===== src/rtl/apb_gpio_debounce_in_pkg.sv =====
// Shared constants for the debounced APB GPIO input bank: bus widths and register map.
package apb_gpio_in_pkg;

  localparam int unsigned APB_AW = 8;
  localparam int unsigned APB_DW = 32;

  // Byte offsets of the mapped registers (word aligned)
  localparam logic [APB_AW-1:0] DATA_OFS      = 8'h00;
  localparam logic [APB_AW-1:0] RAW_OFS       = 8'h04;
  localparam logic [APB_AW-1:0] RISE_EN_OFS   = 8'h08;
  localparam logic [APB_AW-1:0] FALL_EN_OFS   = 8'h0C;
  localparam logic [APB_AW-1:0] INT_STAT_OFS  = 8'h10;
  localparam logic [APB_AW-1:0] DEB_LIMIT_OFS = 8'h14;

  localparam int unsigned REG_NUM = 6;

  // Word-aligned form of a byte address; the two low bits carry no meaning.
  function automatic logic [APB_AW-1:0] word_addr(input logic [APB_AW-1:0] addr);
    return {addr[APB_AW-1:2], 2'b00};
  endfunction

endpackage


===== src/rtl/apb_gpio_debounce_in_if.sv =====
// APB3 signal bundle between the peripheral bus master and the GPIO input slave.
interface apb_gpio_debounce_in_if;
  import apb_gpio_in_pkg::*;

  logic              PSEL;
  logic              PENABLE;
  logic              PWRITE;
  logic [APB_AW-1:0] PADDR;
  logic [APB_DW-1:0] PWDATA;
  logic [APB_DW-1:0] PRDATA;
  logic              PREADY;
  logic              PSLVERR;

  modport master (
    output PSEL, PENABLE, PWRITE, PADDR, PWDATA,
    input  PRDATA, PREADY, PSLVERR
  );

  modport slave (
    input  PSEL, PENABLE, PWRITE, PADDR, PWDATA,
    output PRDATA, PREADY, PSLVERR
  );

endinterface


===== src/rtl/apb_gpio_debounce_in_bit.sv =====
// One input channel: 2-flop synchroniser, mismatch counter and debounced flop.
// rise/fall are same-cycle strobes for the edge on which deb is about to change.
module gpio_debounce_bit #(
  parameter int unsigned DEB_W = 16
) (
  input  logic             clk,
  input  logic             rst_n,
  input  logic             pin,
  input  logic [DEB_W-1:0] limit,
  output logic             sync,
  output logic             deb,
  output logic             rise,
  output logic             fall
);

  logic             meta;
  logic [DEB_W-1:0] cnt;
  logic [DEB_W-1:0] lim_m1;
  logic             mismatch;
  logic             settle;

  // A limit of zero is treated as one: settle on the first mismatch cycle
  always_comb begin
    lim_m1   = (limit == '0) ? '0 : limit - DEB_W'(1);
    mismatch = sync ^ deb;
    settle   = mismatch && (cnt >= lim_m1);
    rise     = settle & sync;
    fall     = settle & ~sync;
  end

  // Synchroniser, saturating mismatch counter and debounced value
  always_ff @(posedge clk or negedge rst_n) begin
    if (!rst_n) begin
      meta <= 1'b0;
      sync <= 1'b0;
      deb  <= 1'b0;
      cnt  <= '0;
    end else begin
      meta <= pin;
      sync <= meta;
      if (!mismatch) begin
        cnt <= '0;
      end else if (settle) begin
        deb <= sync;
        cnt <= '0;
      end else if (cnt != '1) begin
        cnt <= cnt + DEB_W'(1);
      end
    end
  end

endmodule


===== src/rtl/apb_gpio_debounce_in.sv =====
// APB3 slave: bank of debounced inputs with rise/fall edge capture into a
// write-1-to-clear status register that drives the interrupt lines.
module apb_gpio_debounce_in
  import apb_gpio_in_pkg::*;
#(
  parameter int unsigned IO_NUM    = 2,
  parameter int unsigned DEB_W     = 16,
  parameter int unsigned DEB_RESET = 1000
) (
  input  logic                PCLK,
  input  logic                PRESETN,
  apb_gpio_debounce_in_if.slave apb,
  input  logic [IO_NUM-1:0]   GPIO_IN,
  output logic [IO_NUM-1:0]   INT,
  output logic                INT_OR
);

  logic [IO_NUM-1:0] raw;
  logic [IO_NUM-1:0] deb;
  logic [IO_NUM-1:0] deb_rise;
  logic [IO_NUM-1:0] deb_fall;
  logic [IO_NUM-1:0] rise_en;
  logic [IO_NUM-1:0] fall_en;
  logic [IO_NUM-1:0] int_stat;
  logic [IO_NUM-1:0] int_stat_nxt;
  logic [IO_NUM-1:0] w1c;
  logic [DEB_W-1:0]  deb_limit;

  logic [APB_AW-1:0] waddr;
  logic [APB_DW-1:0] rdata;
  logic              mapped;
  logic              wr_en;
  logic              wr_rise;
  logic              wr_fall;
  logic              wr_stat;
  logic              wr_limit;
  logic              unused_bits;

  // Per-input synchroniser and debouncer
  for (genvar i = 0; i < IO_NUM; i++) begin : g_bit
    gpio_debounce_bit #(.DEB_W(DEB_W)) u_bit (
      .clk   (PCLK),
      .rst_n (PRESETN),
      .pin   (GPIO_IN[i]),
      .limit (deb_limit),
      .sync  (raw[i]),
      .deb   (deb[i]),
      .rise  (deb_rise[i]),
      .fall  (deb_fall[i])
    );
  end

  assign waddr       = word_addr(apb.PADDR);
  assign unused_bits = ^{apb.PADDR[1:0], apb.PWDATA};

  // Read mux and address map decode
  always_comb begin
    rdata  = '0;
    mapped = 1'b1;
    case (waddr)
      DATA_OFS:      rdata = APB_DW'(deb);
      RAW_OFS:       rdata = APB_DW'(raw);
      RISE_EN_OFS:   rdata = APB_DW'(rise_en);
      FALL_EN_OFS:   rdata = APB_DW'(fall_en);
      INT_STAT_OFS:  rdata = APB_DW'(int_stat);
      DEB_LIMIT_OFS: rdata = APB_DW'(deb_limit);
      default:       mapped = 1'b0;
    endcase
  end

  assign apb.PRDATA  = apb.PSEL ? rdata : '0;
  assign apb.PSLVERR = apb.PSEL & apb.PENABLE & ~mapped;
  assign apb.PREADY  = 1'b1;

  // Write strobes for the writable registers
  always_comb begin
    wr_en    = apb.PSEL & apb.PENABLE & apb.PWRITE;
    wr_rise  = wr_en && (waddr == RISE_EN_OFS);
    wr_fall  = wr_en && (waddr == FALL_EN_OFS);
    wr_stat  = wr_en && (waddr == INT_STAT_OFS);
    wr_limit = wr_en && (waddr == DEB_LIMIT_OFS);
  end

  // Status update: clear written ones, then new edges win over the clear
  always_comb begin
    w1c          = wr_stat ? apb.PWDATA[IO_NUM-1:0] : '0;
    int_stat_nxt = (int_stat & ~w1c) | (deb_rise & rise_en) | (deb_fall & fall_en);
  end

  // Control registers, status and registered interrupt outputs
  always_ff @(posedge PCLK or negedge PRESETN) begin
    if (!PRESETN) begin
      rise_en   <= '0;
      fall_en   <= '0;
      deb_limit <= DEB_W'(DEB_RESET);
      int_stat  <= '0;
      INT_OR    <= 1'b0;
    end else begin
      if (wr_rise)  rise_en   <= apb.PWDATA[IO_NUM-1:0];
      if (wr_fall)  fall_en   <= apb.PWDATA[IO_NUM-1:0];
      if (wr_limit) deb_limit <= apb.PWDATA[DEB_W-1:0];
      int_stat <= int_stat_nxt;
      INT_OR   <= |int_stat_nxt;
    end
  end

  assign INT = int_stat;

endmodule


===== src/flat_wrapper.sv =====
// flat-port wrapper written by rule: the top's interface ports become plain ports
module apb_gpio_debounce_in_flat import apb_gpio_in_pkg::*;
#(
  parameter int unsigned IO_NUM    = 2,
  parameter int unsigned DEB_W     = 16,
  parameter int unsigned DEB_RESET = 1000
)
  (PCLK, PRESETN, GPIO_IN, INT, INT_OR, apb_PSEL, apb_PENABLE, apb_PWRITE, apb_PADDR, apb_PWDATA, apb_PRDATA, apb_PREADY, apb_PSLVERR);
  apb_gpio_debounce_in_if apb_i ();
  input  logic PCLK;
  input  logic PRESETN;
  input  logic [IO_NUM-1:0] GPIO_IN;
  output logic [IO_NUM-1:0] INT;
  output logic INT_OR;
  input wire logic [$bits(apb_i.PSEL)-1:0] apb_PSEL;
  input wire logic [$bits(apb_i.PENABLE)-1:0] apb_PENABLE;
  input wire logic [$bits(apb_i.PWRITE)-1:0] apb_PWRITE;
  input wire logic [$bits(apb_i.PADDR)-1:0] apb_PADDR;
  input wire logic [$bits(apb_i.PWDATA)-1:0] apb_PWDATA;
  output wire logic [$bits(apb_i.PRDATA)-1:0] apb_PRDATA;
  output wire logic [$bits(apb_i.PREADY)-1:0] apb_PREADY;
  output wire logic [$bits(apb_i.PSLVERR)-1:0] apb_PSLVERR;
  assign apb_i.PSEL = apb_PSEL;
  assign apb_i.PENABLE = apb_PENABLE;
  assign apb_i.PWRITE = apb_PWRITE;
  assign apb_i.PADDR = apb_PADDR;
  assign apb_i.PWDATA = apb_PWDATA;
  assign apb_PRDATA = apb_i.PRDATA;
  assign apb_PREADY = apb_i.PREADY;
  assign apb_PSLVERR = apb_i.PSLVERR;
  apb_gpio_debounce_in #(.IO_NUM(IO_NUM), .DEB_W(DEB_W), .DEB_RESET(DEB_RESET)) u_core (.PCLK(PCLK), .PRESETN(PRESETN), .apb(apb_i), .GPIO_IN(GPIO_IN), .INT(INT), .INT_OR(INT_OR));
endmodule

===== config.mk =====
export PLATFORM = sky130hd
export DESIGN_NAME = apb_gpio_debounce_in_flat
export DESIGN_NICKNAME = d
export VERILOG_FILES = /design/src/rtl/apb_gpio_debounce_in_pkg.sv /design/src/rtl/apb_gpio_debounce_in_if.sv /design/src/rtl/apb_gpio_debounce_in_bit.sv /design/src/rtl/apb_gpio_debounce_in.sv /design/src/flat_wrapper.sv
export SDC_FILE = /design/constraint.sdc
export NUM_CORES = 1
export LEC_CHECK = 0
export BUFFER_PORTS_ARGS = -buffer_cell sky130_fd_sc_hd__buf_2
export CAP_MARGIN = 20
export CORE_UTILIZATION = 57
export DETAILED_ROUTE_END_ITERATION = 7
export GPL_TIMING_DRIVEN = 1
export PLACE_DENSITY = 0.91
export SLEW_MARGIN = 30
export SYNTH_ARGS = -nofsm -noshare
export SYNTH_HDL_FRONTEND = slang
export SYNTH_HIERARCHICAL = 1
export SYNTH_SLANG_ARGS = --single-unit
export TNS_END_PERCENT = 1

===== constraint.sdc =====
create_clock -name PCLK -period 4.9 [get_ports PCLK]
set_input_delay 0.245 -clock PCLK [delete_from_list [all_inputs] [get_ports PCLK]]
set_output_delay 0.245 -clock PCLK [all_outputs]
set_load 0.03 [all_outputs]

### Yosys cells after proc, flatten, opt, wreduce, memory -nomap -nowiden

Cells that the tools add are included.
Widths: inputs -> output; s select.

* bits in registers: 61
* input port bits: 47
* output and inout bits: 37
* word-level logic and storage cells: 68

* add/subtract/negate cells: 3
* order comparisons: 2
* equality and inequality tests: 9
* muxes and demuxes: 11
* bitwise operators: 18
* reductions and logical operators: 12

Operators by type and width (count)
* $mux 16: 8
* $pmux 16 s6: 1
* $add 16x1->16 const B: 2
* $ge 16x16->1: 2
* $ne 16x16->1 const B: 2
* $logic_not 16->1: 1
* $sub 16x1->16 const B: 1
* $eq 6x2->1 const B: 2
* $eq 6x3->1 const B: 2
* $logic_not 8->1: 1
* $and 1x1->1: 7
* $and 2x2->2: 3
* $eq 6x1->1 const B: 1
* $logic_and 1x1->1: 6
* $ne 3x1->1 const B: 2
* $reduce_or 6->1: 1
* $or 2x2->2: 2
* $reduce_and 2->1: 2
* $not 1->1: 3
* $mux 2: 1
* $not 2->2: 1
* $reduce_or 2->1: 1
* $xor 1x1->1: 2
* $mux 1: 1

### Longest topological paths before layout

Gate-level depths: netlist (run 1).

* word-level depth: 9
* depth in mapped cells: 16
* depth with buffers taken out: 15

### By module

Netlist (run 1), hierarchy kept.

By module, submodules not included
* gpio_debounce_bit at u_core.g_bit[0].u_bit: times used 1, cells each 200, area each 1779.2 sq um, seq. area each 475.5 sq um
* gpio_debounce_bit at u_core.g_bit[1].u_bit: times used 1, cells each 191, area each 1634.1 sq um, seq. area each 475.5 sq um
* apb_gpio_debounce_in: times used 1, cells each 118, area each 1331.3 sq um, seq. area each 583.1 sq um

### Worst setup path after synthesis (run 1)

No wires, ideal clock.

* kind: reg-to-reg
* start point: register u_core.deb_limit[5]
* end point: register u_core.int_stat[1] (netlist: u_core/INT[1])
* setup time: 0.082 ns
* data arrival time: 4.205 ns
* required time: 4.818 ns
* setup slack: 0.613 ns
* cell stages (with the launch flop): 17
* buffers on the path: 2
* period minus slack after synthesis: 4.287 ns
* path through: dfstp_2 or4_4 or4_1 buf_2 or4_4 buf_6 nor3b_1 a21oi_2 ha_1 nand4_1 nor3_1 or4b_2 and3_1 nor3b_1 a22oi_1 nor2b_1 a31oi_1

* word-level cells in the longest chain between the ends: 8
* elaborated cells on any way between the ends: 11
* classes of those cells: add/sub: 1; order compare: 1; mux: 1; bitwise: 6; reduce/logical: 2

Ends and longest elaborated chain
* start: declaration: line apb_gpio_debounce_in.sv:27 `logic [DEB_W-1:0] deb_limit;`
* start signal: assignment: line apb_gpio_debounce_in.sv:95 `deb_limit <= DEB_W'(DEB_RESET);`
* start signal: assignment: line apb_gpio_debounce_in.sv:101 `if (wr_limit) deb_limit <= apb.PWDATA[DEB_W-1:0];`
* $sub 16x1->16 / $logic_not 16->1 (equally long branches): line apb_gpio_debounce_in_bit.sv:24 `lim_m1 = (limit == '0) ? '0 : limit - DEB_W'(1);`
* $mux 16 *: line apb_gpio_debounce_in_bit.sv:24
* $ge 16x16->1 *: line apb_gpio_debounce_in_bit.sv:26 `settle = mismatch && (cnt >= lim_m1);`
* $logic_and 1x1->1 *: line apb_gpio_debounce_in_bit.sv:26
* $and 1x1->1 *: line apb_gpio_debounce_in_bit.sv:27 `rise = settle & sync;`
* named net u_core.deb_rise[1]: line apb_gpio_debounce_in.sv:20 `logic [IO_NUM-1:0] deb_rise;`
* $and 2x2->2 *: line apb_gpio_debounce_in.sv:87 `int_stat_nxt = (int_stat & ~w1c) | (deb_rise & rise_en) | (deb_fall & fall_en);`
* $or 2x2->2 * (2 in series): line apb_gpio_debounce_in.sv:87
* named net u_core.int_stat_nxt[1]: line apb_gpio_debounce_in.sv:25 `logic [IO_NUM-1:0] int_stat_nxt;`
* end signal: assignment: line apb_gpio_debounce_in.sv:102 `int_stat <= int_stat_nxt;`
* end: declaration: line apb_gpio_debounce_in.sv:24 `logic [IO_NUM-1:0] int_stat;`

Mark *: on every way through the listed nets, which the timed path passes. The rest lies on a longest branch.
A chain may end at the register's enable or synchronous reset.

### Worst setup path in the final report (run 1)

Ends and elaborated chain as after synthesis.

==> results.py, run 1 <==
metrics = {
    "status": {
        "run_status": "complete, no violations",
    },
    "finish": {
        "diodes": 0,
        "nNetsFinal": 640,
        "drive_gt1_frac": 0.214,
        "final_area_um2": 5250,
        "fin_util": 0.666,
        "area_growth_pct": 10.7,
        "fill_cells": 587,
    },
    "pwr": {
        "p_int_w": 0.00111,
        "p_seq_frac": 0.342,
        "p_switching_w": 0.000659,
        "clkPwrFrac": 0.288,
        "comb_power_share": 0.370,
        "swShare": 0.372,
        "peakVddDrop_mv": 0.149,
        "powerDensity_nw_per_um2": 338,
        "total_leakage_power_nw": 2.49,
    },
    "route": {
        "vias": 4130,
        "vias_per_cell": 6.24,
        "drt_drc_violations_left": 0,
        "drt_wl_total_um": 11200,
        "ant_nets": 0,
        "wl_per_cell_um": 16.9,
        "drt_first_pass_iters": 5,
        "drtIter0Drc": 216,
    },
    "critical_path": {
        "path_class": "reg -> reg",
        "worstSetupEndpointType": "flop",
        "crit_path_start_kind": "flop",
        "arrival_ps": 5070,
        "critPathRequiredTime_ps": 5160,
        "crit_fanout": 16,
    },
    "place": {
        "io_buffer_count": 48,
        "gp_congestion": 0.905,
        "placement.cell_area_um2": 4990,
        "dp_slack_ps": 146,
        "dpl.hpwl_um": 8030,
    },
    "synthesis": {
        "synth_edf_count": 0,
        "synth_xor_xnor_area_share": 0.0831,
        "ys_ff_latch": 61,
        "yosysUniqueCellTypes": 65,
        "syn-cell-area_um2": 4740,
        "synth_top_family_by_area": "simple AND/OR/NAND/NOR gates",
        "synthAdderAreaFrac": 0.100,
        "synthArstFlopShare": 1.00,
        "yosysWarnings": 6,
        "synth_compound_area_frac": 0.104,
        "syn_avg_cell_area_um2": 9.32,
        "synthCells": 509,
        "synthFlopType": "dfrtp_1",
        "seq_area_frac_synth": 0.323,
        "synthMuxAreaShare": 0.0773,
        "synth-simple-area-share": 0.256,
    },
    "timing": {
        "hold_ws_ps": 64.9,
        "max-slew-margin-rel": 0.401,
        "fmax_mhz": 208,
        "post-route-period-util": 0.982,
        "skew_ps": 5.60,
        "drv_slew": 0,
        "finalCriticalPeriod_ps": 4810,
        "final-setup-viol-count": 0,
        "hold_viol": 0,
        "fin_ws_ps": 86.2,
        "tightest_slew_ps": 891,
    },
    "floorplanning": {
        "io-pin-count": 84,
        "coreArea_um2": 7890,
        "die-area_um2": 8690,
        "fp.dieW_um": 93.2,
        "core.rowCount": 32,
        "start_util": 0.602,
        "die_h_um": 93.2,
    },
    "global_routing": {
        "gr-total-overflow": 0,
        "grt_pass1_wl_um": 18400,
        "grt_max_degree": 62,
        "grt_pass1_vias": 3949,
        "antenna_found_initial": 0,
        "gr-usage-all-layers": 0.270,
    },
    "clocking": {
        "htree_num_levels": 3,
        "post-cts-setup-buffers": 0,
        "numCtsBuffers": 9,
        "clockBufferDepth": 2,
        "cts_sinks": 61,
        "cts_root_buf": "clkbuf_8",
        "cts_tree": "built",
        "insertion_delay_ps": 340,
        "cts.clk_slew.worst_paths_ps": 70,
    },
    "flow_run": {
        "cap_viol_max_count": 0,
    },
    "worst_hold_path": {
        "hold_path.class": "in -> async",
    },
}
sequential cells by signal (all words and copies together) (netlist names):
name                     flops
u_core/INT_OR                1
u_core/g_bit.u_bit/cnt      32
u_core/g_bit.u_bit/sync      2
u_core/g_bit.u_bit/meta      2
u_core/fall_en               2
u_core/INT                   2
u_core/g_bit.u_bit/deb       2
u_core/rise_en               2
u_core/deb_limit            16
per-layer routing:
metal,part of all wire,vias up,GRT usage
met1,0.42,2007,0.338
met4,0.024,0,0.123
met3,0.064,28,0.0520
li1,-,1914,-
met5,0,-,0
met2,0.49,181,0.449
layout by cell type, fill, tap and decap left out, types with 17 or more instances in the layout:
| cell | instances |
|---|---|
| dfrtp_1 | 55 |
| nand2_1 | 52 |
| buf_2 | 48 |
| ha_1 | 38 |
| nor2_1 | 29 |
| nor3_1 | 28 |
| xnor2_1 | 26 |
| mux2_2 | 21 |
| a21oi_1 | 20 |
| and2_1 | 17 |
| conb_1 | 17 |
| xor2_1 | 17 |
area by class of cell:
| cell class | instances | area, µm² | share of cell area |
|---|---|---|---|
| multi-input cells | 420 | 3040 | 0.579 |
| flip-flops and latches | 61 | 1530 | 0.292 |
| repair buffers | 54 | 290 | 0.0553 |
| clock buffers | 12 | 155 | 0.0296 |
| well taps | 102 | 128 | 0.0243 |
| clock inverters | 4 | 70.1 | 0.0133 |
| inverters | 9 | 33.8 | 0.00643 |
worst paths after layout:
path | start | to | slack (ps) | cells after the start
setup / recovery | u_core/deb_limit[5]$_DFFE_PN1P_ | u_core/INT[1]$_DFF_PN0_ | 90 | 14
hold / removal | PRESETN | u_core/g_bit[0].u_bit/cnt[8]$_DFFE_PN0P_ | 60 | 2
setup reg to reg | u_core/deb_limit[5]$_DFFE_PN1P_ | u_core/INT[1]$_DFF_PN0_ | 90 | 14
hold reg to reg | u_core/g_bit[0].u_bit/meta$_DFF_PN0_ | u_core/g_bit[0].u_bit/sync$_DFF_PN0_ | 350 | 0
max in group asynchronous | PRESETN | u_core/g_bit[1].u_bit/meta$_DFF_PN0_ | 4320 | 2
min in group PCLK | apb_PWDATA[7] | u_core/deb_limit[7]$_DFFE_PN1P_ | 140 | 2
worst max-delay path: stages (launching register included):
cell	delay, ps
dfstp_2	420
or4_4	580
or4_4	500
or4_4	650
nor3b_1	200
a21oi_2	130
ha_1	150
nand4_1	200
nor3_2	290
or4b_2	650
and3_1	230
nor3b_1	240
a22oi_1	160
nor2b_1	150
a31oi_1	160
per-stage QoR:
step           std cells  setup TNS [ps]  total power (W)
2_1_floorplan        524               0          0.00110
3_3_place_gp         644               0          0.00119
3_5_place_dp         644               0          0.00124
4_1_cts              662               0          0.00176
5_1_grt              662           -46.4          0.00188
6_report             662               0          0.00177
cell families after synthesis:
family	count (synthesis)
AOI/OAI and AO/OA	71
xor gates and xnor gates	45
adders and majority gates	38
buffers and inverters	43
DFF	61
muxes	33
other	2
and+or+nand+nor	216
repair_timing:
item	in CTS	in global routing
hold buffers	2	0
endpoints found under the hold margin	2	0
endpoints found under the setup margin	0	2
gates resized for setup	0	3
synthesized netlist by cell type (all sizes together) (2+ instances only):
master | count | share of area
or4 | 4 | 0.0087
nor2b | 3 | 0.0040
buf | 26 | 0.041
dfstp | 6 | 0.033
xor2 | 18 | 0.033
nand2b | 8 | 0.011
and2 | 17 | 0.022
nand4b | 3 | 0.0069
a211oi | 5 | 0.0079
nand3 | 16 | 0.018
nor3 | 31 | 0.035
a311oi | 3 | 0.0055
nor2 | 29 | 0.023
o211a | 2 | 0.0042
xnor2 | 27 | 0.050
nor4 | 9 | 0.018
nand4 | 15 | 0.022
ha | 38 | 0.10
inv | 9 | 0.0071
or3 | 6 | 0.0090
a21oi | 21 | 0.023
dfrtp | 55 | 0.29
or2 | 2 | 0.0026
a21o | 2 | 0.0032
o21ai | 14 | 0.016
and3 | 7 | 0.0092
a22oi | 3 | 0.0047
and3b | 3 | 0.0055
mux2 | 23 | 0.056
nor3b | 4 | 0.0063
clkbuf | 8 | 0.0063
and4 | 4 | 0.0074
conb | 2 | 0.0016
a31oi | 4 | 0.0053
mux2i | 10 | 0.021
o22ai | 2 | 0.0026
nand2 | 52 | 0.041
a2111oi | 7 | 0.018
power groups by stage:
| stage | logic (W) | registers [W] | clock network (W) |
|---|---|---|---|
| 3_3_place_gp | 0.000582 | 0.000607 | 0 |
| 3_5_place_dp | 0.000625 | 0.000611 | 0 |
| 5_1_grt | 0.000720 | 0.000614 | 0.000547 |
| 6_report | 0.000656 | 0.000605 | 0.000510 |
| 2_1_floorplan | 0.000503 | 0.000597 | 0 |
| 4_1_cts | 0.000636 | 0.000603 | 0.000522 |
No activity file was read; power rests on OpenSTA's default activity.
==> run 2, diff against run 1 <==
SETUP_SLACK_MARGIN = 0.15   (was default)
==> results.py, run 2 (same netlist as run 1, synthesis figures left out) <==
metrics = {
    "global_routing": {
        "gr-total-overflow": 0,
        "grt_pass1_wl_um": 18400,
        "use_met1": 0.337,
        "grt_max_degree": 62,
        "use_met2": 0.452,
        "grt.busiest_layer": "met2",
        "grt_pass1_vias": 3961,
        "met3_usage": 0.0537,
        "gr-usage-all-layers": 0.271,
        "antenna_found_initial": 0,
    },
    "floorplanning": {
        "start_util": 0.602,
        "die-area_um2": 8690,
        "io-pin-count": 84,
        "die_h_um": 93.2,
        "fp.dieW_um": 93.2,
        "core.rowCount": 32,
        "coreArea_um2": 7890,
    },
    "place": {
        "dp_slack_ps": 146,
        "dpl.hpwl_um": 8030,
        "io_buffer_count": 48,
        "gp_congestion": 0.905,
    },
    "clocking": {
        "htree_num_levels": 3,
        "cts_tree": "built",
        "cts_root_buf": "clkbuf_8",
        "insertion_delay_ps": 350,
        "cts.clk_slew.worst_paths_ps": 70,
        "cts_sinks": 61,
        "numCtsBuffers": 9,
        "clockBufferDepth": 2,
    },
    "pwr": {
        "clkPwrFrac": 0.289,
        "swShare": 0.373,
        "p_int_w": 0.00111,
        "total_leakage_power_nw": 2.49,
        "peakVddDrop_mv": 0.149,
        "p_seq_frac": 0.341,
        "p_switching_w": 0.000663,
        "powerDensity_nw_per_um2": 338,
        "comb_power_share": 0.370,
    },
    "timing": {
        "final-setup-viol-count": 0,
        "hold_ws_ps": 48.5,
        "post-route-period-util": 0.952,
        "skew_ps": 5.81,
        "final.setup.tns_ps": 0,
        "tightest_slew_ps": 906,
        "fmax_mhz": 214,
        "drv_slew": 0,
        "fin_ws_ps": 235,
        "max-slew-margin-rel": 0.391,
        "hold_viol": 0,
        "finalCriticalPeriod_ps": 4660,
        "rsz0062_at_grt": "no",
    },
    "critical_path": {
        "worstSetupEndpointType": "flop",
        "r2r-start": "u_core/deb_limit[5]$_DFFE_PN1P_",
        "crit_path_start_kind": "flop",
        "crit_start": "u_core/deb_limit[5]$_DFFE_PN1P_",
        "arrival_ps": 4930,
        "reg2reg_depth": 14,
        "critPathRequiredTime_ps": 5160,
        "path_class": "reg -> reg",
        "crit_fanout": 16,
    },
    "route": {
        "drt_drc_violations_left": 0,
        "ant_nets": 0,
        "vias_per_cell": 6.18,
        "drt_first_pass_iters": 5,
        "drt_wl_total_um": 11200,
        "drtIter0Drc": 289,
        "wl_per_cell_um": 16.9,
        "vias": 4093,
    },
    "finish": {
        "multiInputGateArea_um2": 3040,
        "nNetsFinal": 640,
        "diodes": 0,
        "final_common_cell": "dfrtp_1",
        "drive_gt1_frac": 0.216,
        "reg.largest.list": "u_core/g_bit.u_bit/cnt: 32 flops, u_core/deb_limit: 16 flops",
        "fill_cells": 585,
        "fin_util": 0.666,
        "largest_reg_flops": 32,
        "layout_common_cells": "dfrtp_1, nand2_1, buf_2, ha_1, nor2_1",
        "seq_area_um2": 1530,
        "area_growth_pct": 10.8,
        "largest-register": "u_core/g_bit.u_bit/cnt",
    },
    "flow_run": {
        "cap_viol_max_count": 0,
    },
    "worst_hold_path": {
        "hold_path.class": "in -> async",
    },
    "status": {
        "run_status": "complete, no violations",
    },
}
==> run 2: changes by cell type in the layout (fill, tap and decap cells not counted) <==
cell	delta
nor3b_2	+1
nor3b_1	-1
==> run 2: per-stage QoR <==
stage / power [W] / std cells / cell area (µm²)
after floorplan: 0.00110 / 524 / 4800
after global placement: 0.00119 / 644 / 4970
after CTS: 0.00176 / 662 / 5240
after detailed placement: 0.00124 / 644 / 4990
final: 0.00178 / 662 / 5260
after global routing: 0.00188 / 662 / 5260
==> run 2: path summary, 6_finish.rpt <==
kind | endpoint | slack [ps]
setup / recovery | u_core/INT[1]$_DFF_PN0_ | 240
hold / removal | u_core/g_bit[0].u_bit/cnt[8]$_DFFE_PN0P_ | 50
setup reg to reg | u_core/INT[1]$_DFF_PN0_ | 240
hold reg to reg | u_core/g_bit[0].u_bit/sync$_DFF_PN0_ | 350
max in group asynchronous | u_core/g_bit[1].u_bit/cnt[12]$_DFFE_PN0P_ | 4300
min in group PCLK | u_core/deb_limit[7]$_DFFE_PN1P_ | 130
==> run 2: repair_timing <==
item                       4_1_cts  5_1_grt
hold buffers                     2        0
setup buffers                    0        0
hold endpoints to repair         2        0
pin swaps                        0        2
setup endpoints to repair        2        2
cloned                           0        0
gates resized for setup          2        2
==> run 2: worst max-delay path, stage by stage (launching register included) <==
cell and delay (ps):
dfstp_2 420, or4_4 570, or4_4 500, or4_4 560, nor3b_2 210, a21oi_2 120
ha_1 150, nand4_1 200, nor3_2 250, or4b_2 660, and3_1 230, nor3b_1 240
a22oi_1 160, nor2b_1 150, a31oi_1 150
==> run 2: power groups by stage <==
| stage | combinational (W) | sequential, W | clock [W] |
|---|---|---|---|
| finish | 0.000657 | 0.000605 | 0.000514 |
| global route | 0.000722 | 0.000614 | 0.000547 |
| CTS | 0.000639 | 0.000603 | 0.000522 |
| detailed placement | 0.000625 | 0.000611 | 0 |
| global placement | 0.000582 | 0.000607 | 0 |
| floorplan | 0.000503 | 0.000597 | 0 |
==> run 2: cell type report <==
class                           instances  share of cell area
Inverter                                9             0.00643
Multi-Input combinational cell        420               0.579
Clock buffer                           12              0.0295
Sequential cell                        61               0.292
Timing Repair Buffer                   54              0.0552
Clock inverter                          4              0.0133
Tap cell                              102              0.0243
==> run 2: metal layers <==
metal | part of all wire | wire, µm
met3 | 0.063 | 709
met2 | 0.49 | 5450
met1 | 0.42 | 4760
met4 | 0.027 | 300
met5 | 0 | 0
